## config.mk

```make
export PLATFORM = sky130hd
export DESIGN_NAME = tt_sweep_ctrl
export DESIGN_NICKNAME = d
export VERILOG_FILES = /design/src/rtl/tt_sweep_pkg.sv /design/src/rtl/tt_sweep_ctrl_tt_settle_timer.sv /design/src/rtl/tt_sweep_ctrl.sv
export SDC_FILE = /design/constraint.sdc
export NUM_CORES = 1
export LEC_CHECK = 0
export ABC_AREA = 1
export ABC_CLOCK_PERIOD_IN_PS = 2500
export CAP_MARGIN = 5
export CORE_MARGIN = 2
export CORE_UTILIZATION = 54
export CTS_BUF_LIST = sky130_fd_sc_hd__clkbuf_4 sky130_fd_sc_hd__clkbuf_8
export DETAILED_ROUTE_END_ITERATION = 10
export PLACE_DENSITY = 0.82
export SYNTH_ARGS = -nofsm -noshare
export SYNTH_HDL_FRONTEND = slang
export SYNTH_HIERARCHICAL = 1
export SYNTH_SLANG_ARGS = --single-unit
```

## constraint.sdc

```tcl
create_clock -name clk -period 2.5 [get_ports clk]
set_clock_uncertainty 0.05 [all_clocks]
set_input_delay 0.75 -clock clk [delete_from_list [all_inputs] [get_ports clk]]
set_output_delay 0.75 -clock clk [all_outputs]
set_load 0.01 [all_outputs]
```

## src/rtl/tt_sweep_pkg.sv

```systemverilog
// tt_sweep_pkg: shared state encoding and helpers for the truth-table sweep controller.
// Rev 1.0
`default_nettype none

package tt_sweep_pkg;

  typedef enum logic [1:0] {
    ST_IDLE   = 2'd0,
    ST_RUN    = 2'd1,
    ST_REPORT = 2'd2
  } state_e;

  localparam int MAX_TT_W = 64;

  function automatic int tt_width(input int n_in);
    return 1 << n_in;
  endfunction

  // Operand is zero-extended to the widest legal table; returns 0 when no bit is set.
  function automatic int lowest_set_index(input logic [MAX_TT_W-1:0] v);
    int res;
    res = 0;
    for (int i = MAX_TT_W - 1; i >= 0; i--) begin
      if (v[i]) res = i;
    end
    return res;
  endfunction

endpackage

`default_nettype wire

```

## src/rtl/tt_sweep_ctrl_tt_settle_timer.sv

```systemverilog
// tt_settle_timer: 4-bit loadable down-counter providing the per-pattern settle delay.
// Rev 1.0
`default_nettype none

module tt_settle_timer (
  input  logic       clk,
  input  logic       rst_n,
  input  logic       load,
  input  logic [3:0] load_val,
  input  logic       dec,
  output logic       zero
);

  logic [3:0] cnt_q;
  logic [3:0] cnt_d;

  always_comb begin
    cnt_d = cnt_q;
    if (load) begin
      cnt_d = load_val;
    end else if (dec && (cnt_q != 4'd0)) begin
      cnt_d = cnt_q - 4'd1;
    end
  end

  always_ff @(posedge clk or negedge rst_n) begin
    if (!rst_n) begin
      cnt_q <= 4'd0;
    end else begin
      cnt_q <= cnt_d;
    end
  end

  assign zero = (cnt_q == 4'd0);

endmodule

`default_nettype wire

```

## src/rtl/tt_sweep_ctrl.sv

```systemverilog
// tt_sweep_ctrl: drives every input pattern into a combinational netlist, captures its
// truth table and compares it against an expected table latched at start. Rev 1.0
`default_nettype none

module tt_sweep_ctrl
  import tt_sweep_pkg::*;
#(
  parameter  int N_IN   = 4,
  parameter  int SETTLE = 2,
  localparam int TT_W   = tt_width(N_IN)
) (
  input  logic            clk,
  input  logic            rst_n,
  input  logic            start,
  input  logic            abort,
  input  logic [TT_W-1:0] expected_tt,
  output logic [N_IN-1:0] dut_in,
  input  logic            dut_out,
  output logic            busy,
  output logic            done,
  output logic [TT_W-1:0] result_tt,
  output logic [TT_W-1:0] mismatch,
  output logic            pass,
  output logic [N_IN-1:0] first_fail
);

  localparam logic [3:0]      SETTLE_V = 4'(SETTLE);
  localparam logic [N_IN-1:0] IDX_LAST = {N_IN{1'b1}};

  state_e          state_q, state_d;
  logic [N_IN-1:0] idx_q, idx_d;
  logic [TT_W-1:0] cap_q, cap_d;
  logic [TT_W-1:0] exp_q, exp_d;
  logic [TT_W-1:0] result_q, result_d;
  logic [TT_W-1:0] mism_q, mism_d;
  logic            pass_q, pass_d;
  logic [N_IN-1:0] ff_q, ff_d;

  logic                tmr_load;
  logic                tmr_dec;
  logic                tmr_zero;
  logic [TT_W-1:0]     cap_sample;
  logic [TT_W-1:0]     mism_sample;
  logic [MAX_TT_W-1:0] mism_ext;

  tt_settle_timer u_timer (
    .clk      (clk),
    .rst_n    (rst_n),
    .load     (tmr_load),
    .load_val (SETTLE_V),
    .dec      (tmr_dec),
    .zero     (tmr_zero)
  );

  // Capture as it will look once the current sample lands, so the final
  // compare can be registered on the same edge that enters REPORT.
  always_comb begin
    cap_sample        = cap_q;
    cap_sample[idx_q] = dut_out;
    mism_sample       = cap_sample ^ exp_q;
    mism_ext          = '0;
    mism_ext[TT_W-1:0] = mism_sample;
  end

  always_comb begin
    state_d  = state_q;
    idx_d    = idx_q;
    cap_d    = cap_q;
    exp_d    = exp_q;
    result_d = result_q;
    mism_d   = mism_q;
    pass_d   = pass_q;
    ff_d     = ff_q;
    tmr_load = 1'b0;
    tmr_dec  = 1'b0;

    case (state_q)
      ST_IDLE: begin
        if (start && !abort) begin
          state_d  = ST_RUN;
          exp_d    = expected_tt;
          idx_d    = '0;
          cap_d    = '0;
          tmr_load = 1'b1;
        end
      end
      ST_RUN: begin
        if (abort) begin
          state_d = ST_IDLE;
        end else if (!tmr_zero) begin
          tmr_dec = 1'b1;
        end else begin
          cap_d = cap_sample;
          if (idx_q == IDX_LAST) begin
            state_d  = ST_REPORT;
            result_d = cap_sample;
            mism_d   = mism_sample;
            pass_d   = (mism_sample == '0);
            ff_d     = N_IN'(lowest_set_index(mism_ext));
          end else begin
            idx_d    = idx_q + 1'b1;
            tmr_load = 1'b1;
          end
        end
      end
      ST_REPORT: begin
        state_d = ST_IDLE;
      end
      default: begin
        state_d = ST_IDLE;
      end
    endcase
  end

  always_ff @(posedge clk or negedge rst_n) begin
    if (!rst_n) begin
      state_q  <= ST_IDLE;
      idx_q    <= '0;
      cap_q    <= '0;
      exp_q    <= '0;
      result_q <= '0;
      mism_q   <= '0;
      pass_q   <= 1'b0;
      ff_q     <= '0;
    end else begin
      state_q  <= state_d;
      idx_q    <= idx_d;
      cap_q    <= cap_d;
      exp_q    <= exp_d;
      result_q <= result_d;
      mism_q   <= mism_d;
      pass_q   <= pass_d;
      ff_q     <= ff_d;
    end
  end

  assign busy       = (state_q == ST_RUN);
  assign done       = (state_q == ST_REPORT);
  assign dut_in     = busy ? idx_q : '0;
  assign result_tt  = result_q;
  assign mismatch   = mism_q;
  assign pass       = pass_q;
  assign first_fail = ff_q;

endmodule

`default_nettype wire
```

# Word-level counts from Yosys, hierarchy flattened
# Index checks and enable logic that the tools add are counted.
# word_totals
wordCells	83
regBits	79
output_inout_bits	43
in_bits	21
# classes
n_eq_ne	9
n_bitwise	2
reduce_logical	15
order_cmp	2
mux	44
addsub	2
# ops
operator	n
$mux W4	23
$mux W16	3
$pmux W16 S2	1
$bwmux W16	1
$logic_not A16 Y1	1
$xor A16 B16 Y16	1
$mux W1	8
$mux W2	4
$pmux W4 S2	1
$reduce_and A4 Y1	2
$ne A2 B2 Y1 const B	3
$ne A3 B2 Y1 const B	2
$lt A4 B5 Y1 const B	1
$reduce_and A5 Y1	1
$add A4 B1 Y4 const B	1
$demux W1 S4	1
$eq A4 B4 Y1 const B	1
$ge A4 B1 Y1 const B	1
$logic_not A4 Y1	1
$pmux W2 S2	1
$reduce_bool A2 Y1	2
$reduce_bool A4 Y1	1
$sub A4 B1 Y4 const B	1
$logic_and A1 B1 Y1	3
other kinds (9)	9

# Longest topological paths before layout
# depth
ltp_word	22
depth_mapped	22
mapped_depth_nobuf	22

# Hierarchy
# Netlist, hierarchy kept.
# by_module_without_submodules
mod	instances	cells_each	area_per_inst_um2
tt_sweep_ctrl	1	437	3612.2
tt_settle_timer	1	46	295.3

# Worst setup path before layout
# Ideal clock, no wire load.
# synth_path
path_type	input to register
startpoint	input start
endpoint	register u_timer.cnt_q[3]
setup_time_ps	116
path_buffers	0
path_slack_ps	440
t_required_ps	2334
cell_stages	9
t_arrival_ps	1894
path_cell_list	inv_1 > nor4_1 > nor2_1 > inv_1 > inv_2 > nand3b_1 > nand2_1 > clkinv_1 > nand2_1
# synth_between
elab_chain_cells	4
# synth_lines
element	line_no	rtl
from (decl)	tt_sweep_ctrl.sv:14	input logic start,
$logic_and A1 B1 Y1 (*)	tt_sweep_ctrl.sv:79	if (start && !abort) begin
$mux W1 (*)	tt_sweep_ctrl.sv:79	
$pmux W1 S2 (*)	tt_sweep_ctrl.sv:77	case (state_q)
via tmr_load	tt_sweep_ctrl.sv:39	logic tmr_load;
$mux W4 or $reduce_bool A2 Y1 (tied branches)	--	
to (signal assigned)	tt_sweep_ctrl_tt_settle_timer.sv:30	cnt_q <= cnt_d;
to (decl)	tt_sweep_ctrl_tt_settle_timer.sv:14	logic [3:0] cnt_q;
# Mark *: on every way through the listed nets, which the timed path passes. The rest lies on a longest branch.
# A chain may end at the register's enable or synchronous reset.

# Worst setup path in the final report
# layout_path
startpoint	register state_q[0]
endpoint	output done
# layout_between
elab_chain_cells	1
# layout_lines
element	line_no	rtl
from (decl)	tt_sweep_ctrl.sv:30	state_e state_q, state_d;
from (signal assigned)	tt_sweep_ctrl.sv:126	state_q <= state_d;
$eq A2 B2 Y1	tt_sweep_ctrl.sv:138	assign done = (state_q == ST_REPORT);
to (decl)	tt_sweep_ctrl.sv:20	output logic done,
# No other way between the ends.

==> summary.txt <==
Syn Area/Cell: 8.09 sq um
crit-path cells: buf_4 -> nor2_1 -> clkdlybuf4s50_1
Post-synth EDFFs: 0
Routed Antenna Nets: 0
clk slew on worst S/H paths: 80 ps
top_reg_cell synth: dfrtp_1
CTS tree: built
Worst-Margin Slew: 521 ps
initial core utilization: 0.548
htree depth: 3
clock latency on the worst-skew pair: 360 ps
GRT Total Usage: 0.263
area growth from synthesis to layout: 33.8%
crit path launch type: register
unrepaired setup endpoints after global routing: yes
dpl cells: 680
post-synthesis cell count: 483
Bufs on Longest Clock Path: 2
Post-synth ARST share: 1.00
Crit. Startpoint: state_q[0]
Slew headroom: 0.653
crit path DAT: 1550 ps
drt total wl: 9.78 mm
TritonCTS buffer count: 9
Placed Area: 4960 sq um
Worst path max stage delay: 540 ps
Clock Tree Root: clkbuf_8
row cnt: 31
DRT iter0 DRCs: 276
Hold-fix buffers, CTS: 0
DRC: 0
# IOs: 64
slowest CP cell: clkdlybuf4s50_1
die height: 89.1 um
register area share after synthesis: 0.506
post-synthesis cell type count: 37
Final Hold Viols: 0
Max FO, Critical Path: 2
final non-filler cell total: 697
Fill cells: 565
nets: 619
first-pass GRT wire length: 15.8 mm
Tot Pwr: 3.54 mW
Die X: 89.1 um
n_diodes: 0
Max-cap violations: 0
initial antenna violation count: 0
setup ws final: 149 ps
total congestion overflow: 0
Leak: 2.62 nW
Reg-to-Reg Start: idx_q[1]
peak supply drop: 0.465 mV
Slew Limit Fails: 0
status: complete, no violations
synthesis warning total: 6
largest net degree at the start of global routing: 40
vias post-DR: 3577
share of layout cells above drive strength 1: 0.184
crit path kind: reg -> out
hpwl dp: 7.16 mm
Core Region: 7140 sq um
final period demand of the worst path: 2350 ps
Hold Slack: 306 ps
# setup viols final: 0
clock sinks: 79
router iterations before antenna repair: 5
Post-Synthesis Cell Area: 3910 sq um
setup TNS: 0 ps
PortBufs: 63
routability cong.: 0.908
number of global-route vias before repair: 3436
Worst R2R Path Depth: 21
Yosys reg bits: 79
Setup WS pre-CTS: -205 ps
PwrDens: 677 nW/um^2
WP data required: 1700 ps
WL/cell: 14.0 um
part of the cycle the worst path needs: 0.941
final instance area: 5230 sq um
area of the die: 7930 sq um
Min-Delay Path Class: in -> async
Vias per Instance: 5.13
maximum clock rate: 425 MHz
crit path capture type: output port
Util after Layout: 0.732
==> state kept, by name, summed over array words and instances (netlist names) <==
name	cells
mismatch	16
first_fail	4
result_tt	16
exp_q	16
state_q	2
idx_q	4
u_timer/cnt_q	4
cap_q	16
pass	1
==> cell usage in the layout (no fill, tap or decap), types with 3 or more instances in the layout <==
| cell | instances |
|---|---|
| nand4_1 | 3 |
| clkinvlp_4 | 3 |
| conb_1 | 4 |
| o21ai_1 | 3 |
| a31oi_1 | 5 |
| nand2_1 | 195 |
| buf_4 | 51 |
| a21oi_1 | 6 |
| nand3_1 | 22 |
| dfrtp_1 | 77 |
| clkbuf_8 | 10 |
| clkdlybuf4s50_1 | 57 |
| nand3_2 | 3 |
| o21ai_2 | 10 |
| nor2_1 | 19 |
| xor2_1 | 7 |
| o21ai_0 | 42 |
| dlymetal6s2s_1 | 5 |
| ha_2 | 4 |
| xor2_2 | 3 |
| inv_2 | 8 |
| inv_1 | 30 |
==> kinds of logic (layout without fill, tap and decap cells) <==
family,count (synthesis),in the layout,synth area share
compound gates,71,71,0.104
fa+ha+maj,5,5,0.0160
simple gates,257,257,0.279
xor+xnor,13,13,0.0349
flops,79,79,0.506
buf+inv,56,169,0.0586
other cells,2,4,0.00192
==> layer usage <==
layer,track usage,wire length (um)
met1,0.350,4200
met4,0.104,240
met3,0.0471,543
met2,0.432,4800
met5,0,0
==> cell type report <==
| type | count | area (sq um) | share of cell area |
|---|---|---|---|
| Sequential cell | 79 | 1980 | 0.379 |
| Multi-Input combinational cell | 350 | 1750 | 0.335 |
| Timing Repair Buffer | 113 | 1020 | 0.194 |
| Inverter | 40 | 153 | 0.0292 |
| Clock buffer | 11 | 145 | 0.0278 |
| Tap cell | 99 | 124 | 0.0237 |
| Clock inverter | 5 | 57.6 | 0.0110 |
==> cell usage after synthesis (3+ instances only) <==
cell type,number,share of area
dfrtp_1,79,0.51
nand3_1,23,0.029
a31oi_1,5,0.0080
ha_1,5,0.016
o21ai_0,42,0.054
o21ai_1,5,0.0064
inv_2,9,0.0086
a21oi_1,6,0.0077
o21ai_2,8,0.018
clkbuf_1,13,0.012
xor2_1,9,0.020
inv_1,30,0.029
nand2_1,195,0.19
nand4_1,3,0.0048
nor2_1,19,0.018
==> timing repair <==
item,in CTS,in global routing
resized for setup,1,16
hold endpoints to repair,0,0
buffers inserted,0,1
gates cloned,0,0
endpoints found under the setup margin,1,6
==> critical path: cells and delay by family (launching register included) <==
| kind | cells | cell delay [ps] |
|---|---|---|
| buf+inv | 2 | 690 |
| flops | 1 | 400 |
| simple gates | 1 | 100 |
==> power by group <==
part	total [mW]	internal (mW)	leakage, nW	switching [mW]
sequential	1.51	1.39	1.07	0.113
clock	0.973	0.498	0.0950	0.476
combinational	1.06	0.440	1.46	0.620
total	3.54	2.33	2.62	1.21
==> path summary, 6_finish.rpt <==
path                                 end  slack (ps)
min                            exp_q[15]         310
max                                 done         150
max in group asynchronous   result_tt[5]        1440
min in group clk            result_tt[4]         430
min reg2reg                 result_tt[4]         430
max reg2reg                first_fail[0]         200
No activity file was read; power rests on OpenSTA's default activity.
